$ cat src/rtl/cpu_fetch_queued_pkg.sv
// Shared fetch-stage definitions: control-transfer opcodes, the default tag width
// and the FSM state encoding.
package cpu_fetch_queued_pkg;

    localparam logic [6:0] OPCODE_JAL    = 7'b1101111;
    localparam logic [6:0] OPCODE_JALR   = 7'b1100111;
    localparam logic [6:0] OPCODE_BRANCH = 7'b1100011;

    localparam int DEFAULT_TAG_WIDTH = 8;

    typedef enum logic [0:0] {
        FETCH       = 1'b0,
        WAIT_BRANCH = 1'b1
    } fetch_state_e;

    // Fetch stops after any of these until execute resolves the target.
    function automatic logic is_control_transfer(input logic [31:0] instruction);
        return (instruction[6:0] == OPCODE_JAL) ||
               (instruction[6:0] == OPCODE_JALR) ||
               (instruction[6:0] == OPCODE_BRANCH);
    endfunction

endpackage

$ cat src/rtl/cpu_fetch_fifo.sv
// Prefetch FIFO: registered storage, head read straight from storage (no bypass),
// synchronous reset plus a flush that empties it and discards same-cycle push/pop.
module cpu_fetch_fifo #(
    parameter int DEPTH = 4,
    parameter int WIDTH = 72,
    localparam int PTR_W = $clog2(DEPTH),
    localparam int LEVEL_W = PTR_W + 1
) (
    input  logic               i_clock,
    input  logic               i_reset,
    input  logic               flush,
    input  logic               push,
    input  logic [WIDTH-1:0]   push_data,
    input  logic               pop,
    output logic [WIDTH-1:0]   head,
    output logic [LEVEL_W-1:0] level,
    output logic               empty,
    output logic               full
);

    logic [WIDTH-1:0] mem [DEPTH];
    logic [PTR_W-1:0] wr_ptr;
    logic [PTR_W-1:0] rd_ptr;
    logic             do_push;
    logic             do_pop;

    assign empty   = (level == '0);
    assign full    = (level == LEVEL_W'(DEPTH));
    assign do_pop  = pop && !empty;
    assign do_push = push && (!full || do_pop);
    assign head    = mem[rd_ptr];

    always_ff @(posedge i_clock) begin
        if (i_reset || flush) begin
            wr_ptr <= '0;
            rd_ptr <= '0;
            level  <= '0;
        end else begin
            if (do_push) begin
                wr_ptr <= wr_ptr + 1'b1;
            end
            if (do_pop) begin
                rd_ptr <= rd_ptr + 1'b1;
            end
            case ({do_push, do_pop})
                2'b10:   level <= level + 1'b1;
                2'b01:   level <= level - 1'b1;
                default: level <= level;
            endcase
        end
    end

    // Storage is not reset; the top masks the head while the queue is empty.
    always_ff @(posedge i_clock) begin
        if (!i_reset && !flush && do_push) begin
            mem[wr_ptr] <= push_data;
        end
    end

endmodule

$ cat src/rtl/cpu_fetch_queued.sv
// Instruction fetch with a prefetch queue: fetches sequentially, tags each word,
// stalls after control transfers until resolved by tag, and flushes on redirect.
module cpu_fetch_queued
    import cpu_fetch_queued_pkg::*;
#(
    parameter logic [31:0] RESET_VECTOR = 32'h0000_0000,
    parameter int QUEUE_DEPTH = 4,
    parameter int TAG_WIDTH = DEFAULT_TAG_WIDTH,
    localparam int LEVEL_W = $clog2(QUEUE_DEPTH) + 1
) (
    input  logic                 i_clock,
    input  logic                 i_reset,
    output logic                 o_icache_request,
    output logic [31:0]          o_icache_pc,
    input  logic                 i_icache_ready,
    input  logic [31:0]          i_icache_rdata,
    input  logic [TAG_WIDTH-1:0] i_tag,
    input  logic [31:0]          i_pc_next,
    input  logic                 i_redirect,
    input  logic [31:0]          i_redirect_pc,
    output logic                 o_valid,
    input  logic                 i_ready,
    output logic [TAG_WIDTH-1:0] o_tag,
    output logic [31:0]          o_instruction,
    output logic [31:0]          o_pc,
    output logic [LEVEL_W-1:0]   o_level,
    output fetch_state_e         o_state
);

    // Handshakes: a cache word transfers when o_icache_request && i_icache_ready;
    // a queue entry transfers to decode when o_valid && i_ready. Request and
    // o_valid never depend combinationally on i_ready.

    localparam int ENTRY_W = TAG_WIDTH + 64;

    fetch_state_e         state;
    fetch_state_e         state_next;
    logic [31:0]          pc;
    logic [TAG_WIDTH-1:0] tag_cnt;
    logic [TAG_WIDTH-1:0] tag_next;
    logic [TAG_WIDTH-1:0] branch_tag;
    logic                 push;
    logic                 pop;
    logic                 is_cti;
    logic                 branch_resolved;
    logic [ENTRY_W-1:0]   fifo_head;
    logic                 fifo_empty;
    logic                 fifo_full;
    logic [TAG_WIDTH-1:0] head_tag;
    logic [31:0]          head_instruction;
    logic [31:0]          head_pc;

    // Tag 0 is reserved so an idle (zero) i_tag can never resolve a branch.
    assign tag_next        = (tag_cnt == '1) ? TAG_WIDTH'(1) : tag_cnt + 1'b1;
    assign is_cti          = is_control_transfer(i_icache_rdata);
    assign branch_resolved = (i_tag == branch_tag);
    assign push            = o_icache_request && i_icache_ready && !i_redirect;
    assign pop             = o_valid && i_ready;

    always_ff @(posedge i_clock) begin
        if (i_reset) begin
            state <= FETCH;
        end else begin
            state <= state_next;
        end
    end

    always_comb begin
        state_next = state;
        if (i_redirect) begin
            state_next = FETCH;
        end else begin
            case (state)
                FETCH:       if (push && is_cti) state_next = WAIT_BRANCH;
                WAIT_BRANCH: if (branch_resolved) state_next = FETCH;
                default:     state_next = FETCH;
            endcase
        end
    end

    // Held low during reset so the first request appears the cycle after release.
    always_comb begin
        o_icache_request = !i_reset && (state == FETCH) && !fifo_full;
    end

    // A word dropped by a redirect consumes no tag; the counter is never rewound.
    always_ff @(posedge i_clock) begin
        if (i_reset) begin
            pc         <= RESET_VECTOR;
            tag_cnt    <= '0;
            branch_tag <= '0;
        end else if (i_redirect) begin
            pc <= i_redirect_pc;
        end else if (push) begin
            tag_cnt <= tag_next;
            if (is_cti) begin
                branch_tag <= tag_next;
            end else begin
                pc <= pc + 32'd4;
            end
        end else if (state == WAIT_BRANCH && branch_resolved) begin
            pc <= i_pc_next;
        end
    end

    cpu_fetch_fifo #(
        .DEPTH (QUEUE_DEPTH),
        .WIDTH (ENTRY_W)
    ) u_fifo (
        .i_clock   (i_clock),
        .i_reset   (i_reset),
        .flush     (i_redirect),
        .push      (push),
        .push_data ({tag_next, i_icache_rdata, pc}),
        .pop       (pop),
        .head      (fifo_head),
        .level     (o_level),
        .empty     (fifo_empty),
        .full      (fifo_full)
    );

    assign {head_tag, head_instruction, head_pc} = fifo_head;

    assign o_icache_pc   = pc;
    assign o_valid       = !fifo_empty;
    assign o_tag         = o_valid ? head_tag : '0;
    assign o_instruction = o_valid ? head_instruction : '0;
    assign o_pc          = o_valid ? head_pc : '0;
    assign o_state       = state;

endmodule

$ cat config.mk
export PLATFORM = sky130hd
export DESIGN_NAME = cpu_fetch_queued
export DESIGN_NICKNAME = d
export VERILOG_FILES = /design/src/rtl/cpu_fetch_queued_pkg.sv /design/src/rtl/cpu_fetch_fifo.sv /design/src/rtl/cpu_fetch_queued.sv
export SDC_FILE = /design/constraint.sdc
export NUM_CORES = 1
export LEC_CHECK = 0
export ABC_AREA = 1
export BUFFER_PORTS_ARGS = -buffer_cell sky130_fd_sc_hd__buf_2
export CAP_MARGIN = 20
export CORE_MARGIN = 1
export CORE_UTILIZATION = 62
export CTS_CLUSTER_DIAMETER = 100
export DETAILED_ROUTE_END_ITERATION = 10
export GPL_ROUTABILITY_DRIVEN = 0
export PLACE_DENSITY = 0.85
export SYNTH_ARGS = -nofsm -noshare
export SYNTH_HDL_FRONTEND = slang
export SYNTH_SLANG_ARGS = --single-unit
$ cat constraint.sdc
create_clock -name i_clock -period 7.2 [get_ports i_clock]
set_input_delay 0.36 -clock i_clock [delete_from_list [all_inputs] [get_ports i_clock]]
set_output_delay 0.36 -clock i_clock [all_outputs]
set_load 0.01 [all_outputs]
* Word level (Yosys, flattened, before mapping) *
Memory sizes are Yosys's and may differ from the RTL's. A register that Yosys moved wholly into a read port is not among the register bits.
Cells that the tools add are included.

word-level totals
  bits in registers = 56
  bits in latches = 0
  memory bits (writable) = 288
  memory bits (read-only) = 0
  input port bits = 109
  output and inout port bits = 110
  logic and storage cells = 67
  memories kept = 1

memories
  memory      depth  bits a word  rd ports  clocked after Yosys merged registers in  write ports  RTL line              text
  u_fifo.mem  4      72           1         1                                        1            cpu_fetch_fifo.sv:21  logic [WIDTH-1:0] mem [DEPTH];

cells by class
  add/subtract/negate cells = 6
  multiply operators = 0
  divide/modulo/power cells = 0
  order comparisons = 0
  equality and inequality tests = 9
  shifts and indexed selects = 0
  multiplexer cells = 16
  bitwise gates (word level) = 2
  reductions and logical operators = 26

operators with widths
  kind                     number
  $mux W32                 6
  $add A32 B3 Y32 const B  1
  $eq A7 B7 Y1 const B     3
  $mux W8                  2
  $logic_and A1 B1 Y1      11
  $add A8 B1 Y8 const B    1
  $eq A8 B8 Y1             1
  $eq A8 B8 Y1 const B     1
  $pmux W3 S2              1
  $add A2 B1 Y2 const B    2
  $logic_not A1 Y1         4
  $logic_or A1 B1 Y1       4
  $mux W1                  4
  $mux W2                  2
  $reduce_and A2 Y1        2
  $add A3 B1 Y3 const B    1
  $eq A3 B3 Y1 const B     1
  $logic_not A3 Y1         1
  $ne A3 B3 Y1 const B     1
  $reduce_and A3 Y1        1
  $reduce_bool A3 Y1       1
  $sub A3 B1 Y3 const B    1
  $eq A2 B1 Y1 const B     1
  $eq A2 B2 Y1 const B     1
  4 further kinds          5

* Longest topological paths before layout *
  depth in word-level cells = 9
  mapped depth = 13
  depth with buffers taken out = 12

* Modules after synthesis *
Synthesis repeated with hierarchy kept, for this count alone.

second synthesis, totals
  cell total of the unflattened synthesis = 1602
  area, all modules = 15503.6 um^2

modules (own cells, without submodules)
  module            times used  cells each  area each (um^2)  sequential area each (um^2)
  cpu_fetch_fifo    1           763         11141.9           8828.5
  cpu_fetch_queued  1           839         4361.7            980.9

* Worst setup path before layout *
No wires, ideal clock.

  kind = register to register
  start point = register u_fifo.level[1]
  end point = memory u_fifo.mem[0][0] (enable)
  library setup time = 0.502 ns
  arrival time = 4.093 ns
  required time = 6.698 ns
  setup slack = 2.604 ns
  cell stages (with the launch flop) = 7
  buffers on the path = 2
  period minus slack after synthesis = 4.596 ns
  cells stage by stage = dfxtp_1 -> inv_2 -> nand3_2 -> nand4_4 -> buf_2 -> buf_2 -> nor2_1

between the ends
  longest elaborated chain between the ends = 9
  elaborated cells on any way between the ends = 14
  classes of those cells = 1 x eq/ne; 2 x mux; 11 x reduce/logical

ends and longest elaborated chain
  what                                                       RTL line                                        text
  from (decl)                                                cpu_fetch_fifo.sv:16                            output logic [LEVEL_W-1:0] level,
  from (signal assigned)                                     cpu_fetch_fifo.sv:46                            2'b10: level <= level + 1'b1;
  from (signal assigned)                                     cpu_fetch_fifo.sv:47                            2'b01: level <= level - 1'b1;
  from (signal assigned)                                     cpu_fetch_fifo.sv:48                            default: level <= level;
  $eq A3 B3 Y1 or $logic_not A3 Y1 (tied branches)           cpu_fetch_fifo.sv:28, cpu_fetch_fifo.sv:27
  $logic_not A1 Y1 (on tied branches)                        --
  $logic_and A1 B1 Y1 (on tied branches)                     cpu_fetch_queued.sv:83, cpu_fetch_queued.sv:58
  $logic_and A1 B1 Y1 (on tied branches)                     cpu_fetch_queued.sv:57, cpu_fetch_fifo.sv:29
  $logic_and A1 B1 Y1 or $logic_or A1 B1 Y1 (tied branches)  cpu_fetch_queued.sv:57, cpu_fetch_fifo.sv:30
  $logic_and A1 B1 Y1 (*)                                    cpu_fetch_fifo.sv:30                            assign do_push = push && (!full || do_pop);
  $logic_and A1 B1 Y1 (*)                                    cpu_fetch_fifo.sv:55                            if (!i_reset && !flush && do_push) begin
  $mux W1 (*)                                                cpu_fetch_fifo.sv:55
  $mux W1 (not written as such) (*)                          cpu_fetch_fifo.sv:56                            mem[wr_ptr] <= push_data;
  to (decl)                                                  cpu_fetch_fifo.sv:21

Mark *: on every way between the ends. The rest lies on a longest branch, timed or not.

==> run_results.csv <==
group,metric,value,unit
outcome,run_status,"completed",
layout,final_common_cell,"sky130_fd_sc_hd__nor2_1",
clocking,insertion_delay,560,ps
clocking,cts_buffer_depth,3,
yosys,yosys.area_share.simple,0.197,
timing,final.min_clock_period,3540,ps
drt,dr_total_vias,12000,
yosys,synth_compound_gate_area_share,0.0987,
layout,drive_gt1_frac,0.172,
timing,worst-slew-pin-transition,1080,ps
drt,final_routed_drc_violation_total,0,
critical_path,critical_path_buf_inv_count,4,
critical_path,setup.worst_path.class,"flip-flop to output port",
timing,fin_crit_sh,0.492,
place,placement.io_buffers,218,
floorplanning,die_y,159,µm
pwr,netSwitchingFraction,0.225,
pwr,power.static_leakage,6.99,nW
yosys,synth_xor_xnor_area_share,0.00750,
pwr,pwr_density_cell,239,nW/µm²
hold_path,worstHoldEndpoint,"u_fifo.mem[2][42]",
yosys,async_reset_ff_frac,0,
timing,unrepaired_setup_endpoints_after_global_routing,"no",
critical_path,list_of_cells_traversed_by_the_critical_path,"buf_4 -> inv_2 -> buf_4 -> nor2_1 -> o21ai_0 -> a21oi_1 -> buf_2",
clocking,clock_tree.htree_level_count,1,
yosys,postSynthNetCount,1698,
global_routing,grt_overflow_total,0,
clocking,tritoncts,"yes",
yosys,yosys.area_share.adder,0.00709,
clocking,tritoncts_num_sinks,346,
layout,finalNonFillerCells,2107,
critical_path,crit_fanout,73,
clocking,cts.repair.resized,0,
timing,clock_skew,18.8,ps
timing,finalSetupViolCount,0,
drt,dr.pass1.iters,6,
floorplanning,io_pins,219,
critical_path,regToRegEndpoint,"o_icache_pc[20]",
hold_path,worst_hold_path.num_cells,1,
critical_path,crit_path_start_kind,"flip-flop",
yosys,post_synth_mux_area_share,0,
critical_path,critical-path-top-cell-by-count,"sky130_fd_sc_hd__buf_4",
yosys,synth-edff-count,288,
layout,finish.net_count,1881,
global_routing,first_global_vias,11400,
layout,design_area,17500,µm²
run,cap_violations,0,
layout,commonest_cells_after_routing_fill_and_taps_aside,"sky130_fd_sc_hd__nor2_1 (408), sky130_fd_sc_hd__edfxtp_1 (288), sky130_fd_sc_hd__nand2_1 (262)",
timing,fmaxAchievable,282,MHz
critical_path,cp.arrival,3180,ps
layout,antennaDiodeCount,0,
critical_path,crit_slowest_cell,"sky130_fd_sc_hd__buf_4",
floorplanning,floorplan.rows,56,
drt,routed_wl,36800,µm
global_routing,pin_count_of_the_biggest_net_entering_global_routing,123,
drt,detail-route-antenna-nets,0,
clocking,postCtsSetupBuffers,0,
layout,synthToLayoutAreaGrowth,15.2,%
critical_path,max_stage_delay,660,ps
critical_path,end_kind,"output port",
clocking,cts_hold_repair.buffers,0,
drt,via_density_per_instance,5.70,
pwr,internal_power,0.00324,W
yosys,cells_after_synthesis,1581,
global_routing,grtUsageTotal,0.292,
pwr,highest_ir_drop_seen_on_vdd,178,µV
clocking,cts.root.buffer_cell,"sky130_fd_sc_hd__clkbuf_16",
global_routing,global_route_wire_length_before_repair,56400,µm
critical_path,r2r_start,"u_fifo.level[1]",
pwr,p_clk_frac,0.389,
yosys,ys_seq_area_frac,0.646,
hold_path,hold_path.class,"input port to flip-flop",
place,dpl.hpwl,22500,µm
place,dpl_cell_area,16500,µm²
pwr,switchingPower,0.000939,W
global_routing,antenna_violations_before_repair,0,
drt,drtIter0Drc,1269,
clocking,cts.clk_slew.worst_paths,60,ps
floorplanning,die_x,159,µm
pwr,combPwrFrac,0.068,
drt,drt-wirelength-per-cell,17.5,µm
critical_path,ff2ff_setup_slack,3820,ps
floorplanning,core_area,23800,µm²
critical_path,length_in_cells_of_the_worst_reg_to_reg_path,9,
yosys,synth_flop_cell,"sky130_fd_sc_hd__edfxtp_1",
critical_path,worst_path_dominant_cell_family,"buffers and inverters",
timing,report.final.hold_viol_count,0,
yosys,synth.lib_cells_used.distinct,38,
yosys,synth_top_family_by_area,"simple AND/OR/NAND/NOR gates",
yosys,yosys.area.top_type_share,0.569,
timing,maxSlewHeadroom,0.283,
place,placed_cells_incl_taps,2050,
yosys,synth.avg_cell_area,9.61,µm²
timing,setup-tns-final,0,ps
yosys,yosys.area.top_type,"sky130_fd_sc_hd__edfxtp_1",
clocking,cts_inserted_buffers,31,
pwr,seq_power_share,0.542,
yosys,synthesis.area,15200,µm²
floorplanning,initial_core_utilization,0.639,
timing,count_of_pins_over_their_slew_limit,0,
yosys,yosys-top-cells-area,"sky130_fd_sc_hd__edfxtp_1 (57%), sky130_fd_sc_hd__nor2_1 (10%), sky130_fd_sc_hd__dfxtp_1 (7.6%)",
yosys,synth.ff_latch_count,346,
yosys,synth_warnings,0,
critical_path,critPathRequiredTime,6840,ps
hold_path,min-delay-start,"i_icache_rdata[10]",
floorplanning,die_area,25100,µm²
stage by stage:
stage	total power, W	setup WS, ps	hold slack [ps]	util
finish	0.00418	3660	17.1	0.737
CTS	0.00419	3610	2.15	0.737
global placement	0.00258	3500	450	0.693
detailed placement	0.00259	3380	457	0.694
global route	0.00429	3460	9.52	0.737
floorplan	0.00245	2600	437	-
power groups by stage:
stage                     clock, W  combinational (W)  sequential [W]
final                      0.00163           0.000285         0.00227
after global routing       0.00170           0.000319         0.00227
after CTS                  0.00164           0.000283         0.00226
after detailed placement         0           0.000281         0.00231
after global placement           0           0.000270         0.00231
after floorplan                  0           0.000160         0.00229
final cells by class:
cell class	count	area (µm²)
fillers	1597	6250
repair buffers	228	1190
multi-input cells	1066	4740
clock buffers	41	885
clock inverters	16	131
inverters	91	343
flip-flops and latches	346	9810
well taps	319	399
synth_stat cells, types with 4 or more instances:
| library cell | n |
|---|---|
| sky130_fd_sc_hd__edfxtp_1 | 288 |
| sky130_fd_sc_hd__ha_1 | 7 |
| sky130_fd_sc_hd__inv_2 | 13 |
| sky130_fd_sc_hd__buf_2 | 14 |
| sky130_fd_sc_hd__dfxtp_1 | 58 |
| sky130_fd_sc_hd__buf_1 | 17 |
| sky130_fd_sc_hd__nor2_1 | 412 |
| sky130_fd_sc_hd__inv_1 | 77 |
| sky130_fd_sc_hd__xor2_1 | 11 |
| sky130_fd_sc_hd__nand3_1 | 50 |
| sky130_fd_sc_hd__clkbuf_1 | 44 |
| sky130_fd_sc_hd__nand3b_1 | 4 |
| sky130_fd_sc_hd__a21oi_1 | 105 |
| sky130_fd_sc_hd__nand2_1 | 262 |
| sky130_fd_sc_hd__o21ai_1 | 22 |
| sky130_fd_sc_hd__nor3_1 | 6 |
| sky130_fd_sc_hd__o21ai_0 | 157 |
sequential cells by signal, indices dropped and copies added, names as in the netlist, named ones only:
| signal | count |
|---|---|
| tag_cnt | 8 |
| o_state | 1 |
| u_fifo.rd_ptr | 2 |
| u_fifo.mem | 288 |
| u_fifo.wr_ptr | 2 |
| o_icache_pc | 32 |
| u_fifo.level | 3 |
| branch_tag | 8 |
kinds of logic (layout without fill, tap and decap cells):
kind of cell	Yosys count	count (layout)
flip-flops	346	346
buffers and inverters	169	376
AO/OA/AOI/OAI	294	294
adder cells (fa/ha/maj)	8	8
XOR/XNOR	13	13
AND/OR/NAND/NOR	751	751
per-layer routing:
metal | up-vias | track usage | wire, µm
met5 | - | 0 | 0
met4 | 0 | 0.0943 | 779
met3 | 68 | 0.0392 | 3580
met2 | 679 | 0.505 | 17900
met1 | 5602 | 0.384 | 14500
li1 | 5666 | - | -
worst max path at each step:
| stage | to | cells after the start |
|---|---|---|
| after floorplan | u_fifo.mem[0][0] | 6 |
| after global placement | o_icache_pc[10] | 9 |
| after detailed placement | o_icache_pc[20] | 9 |
| after CTS | o_pc[13] | 7 |
| after global routing | o_pc[10] | 7 |
| final | o_instruction[15] | 7 |
No activity file was read; power rests on OpenSTA's default activity.
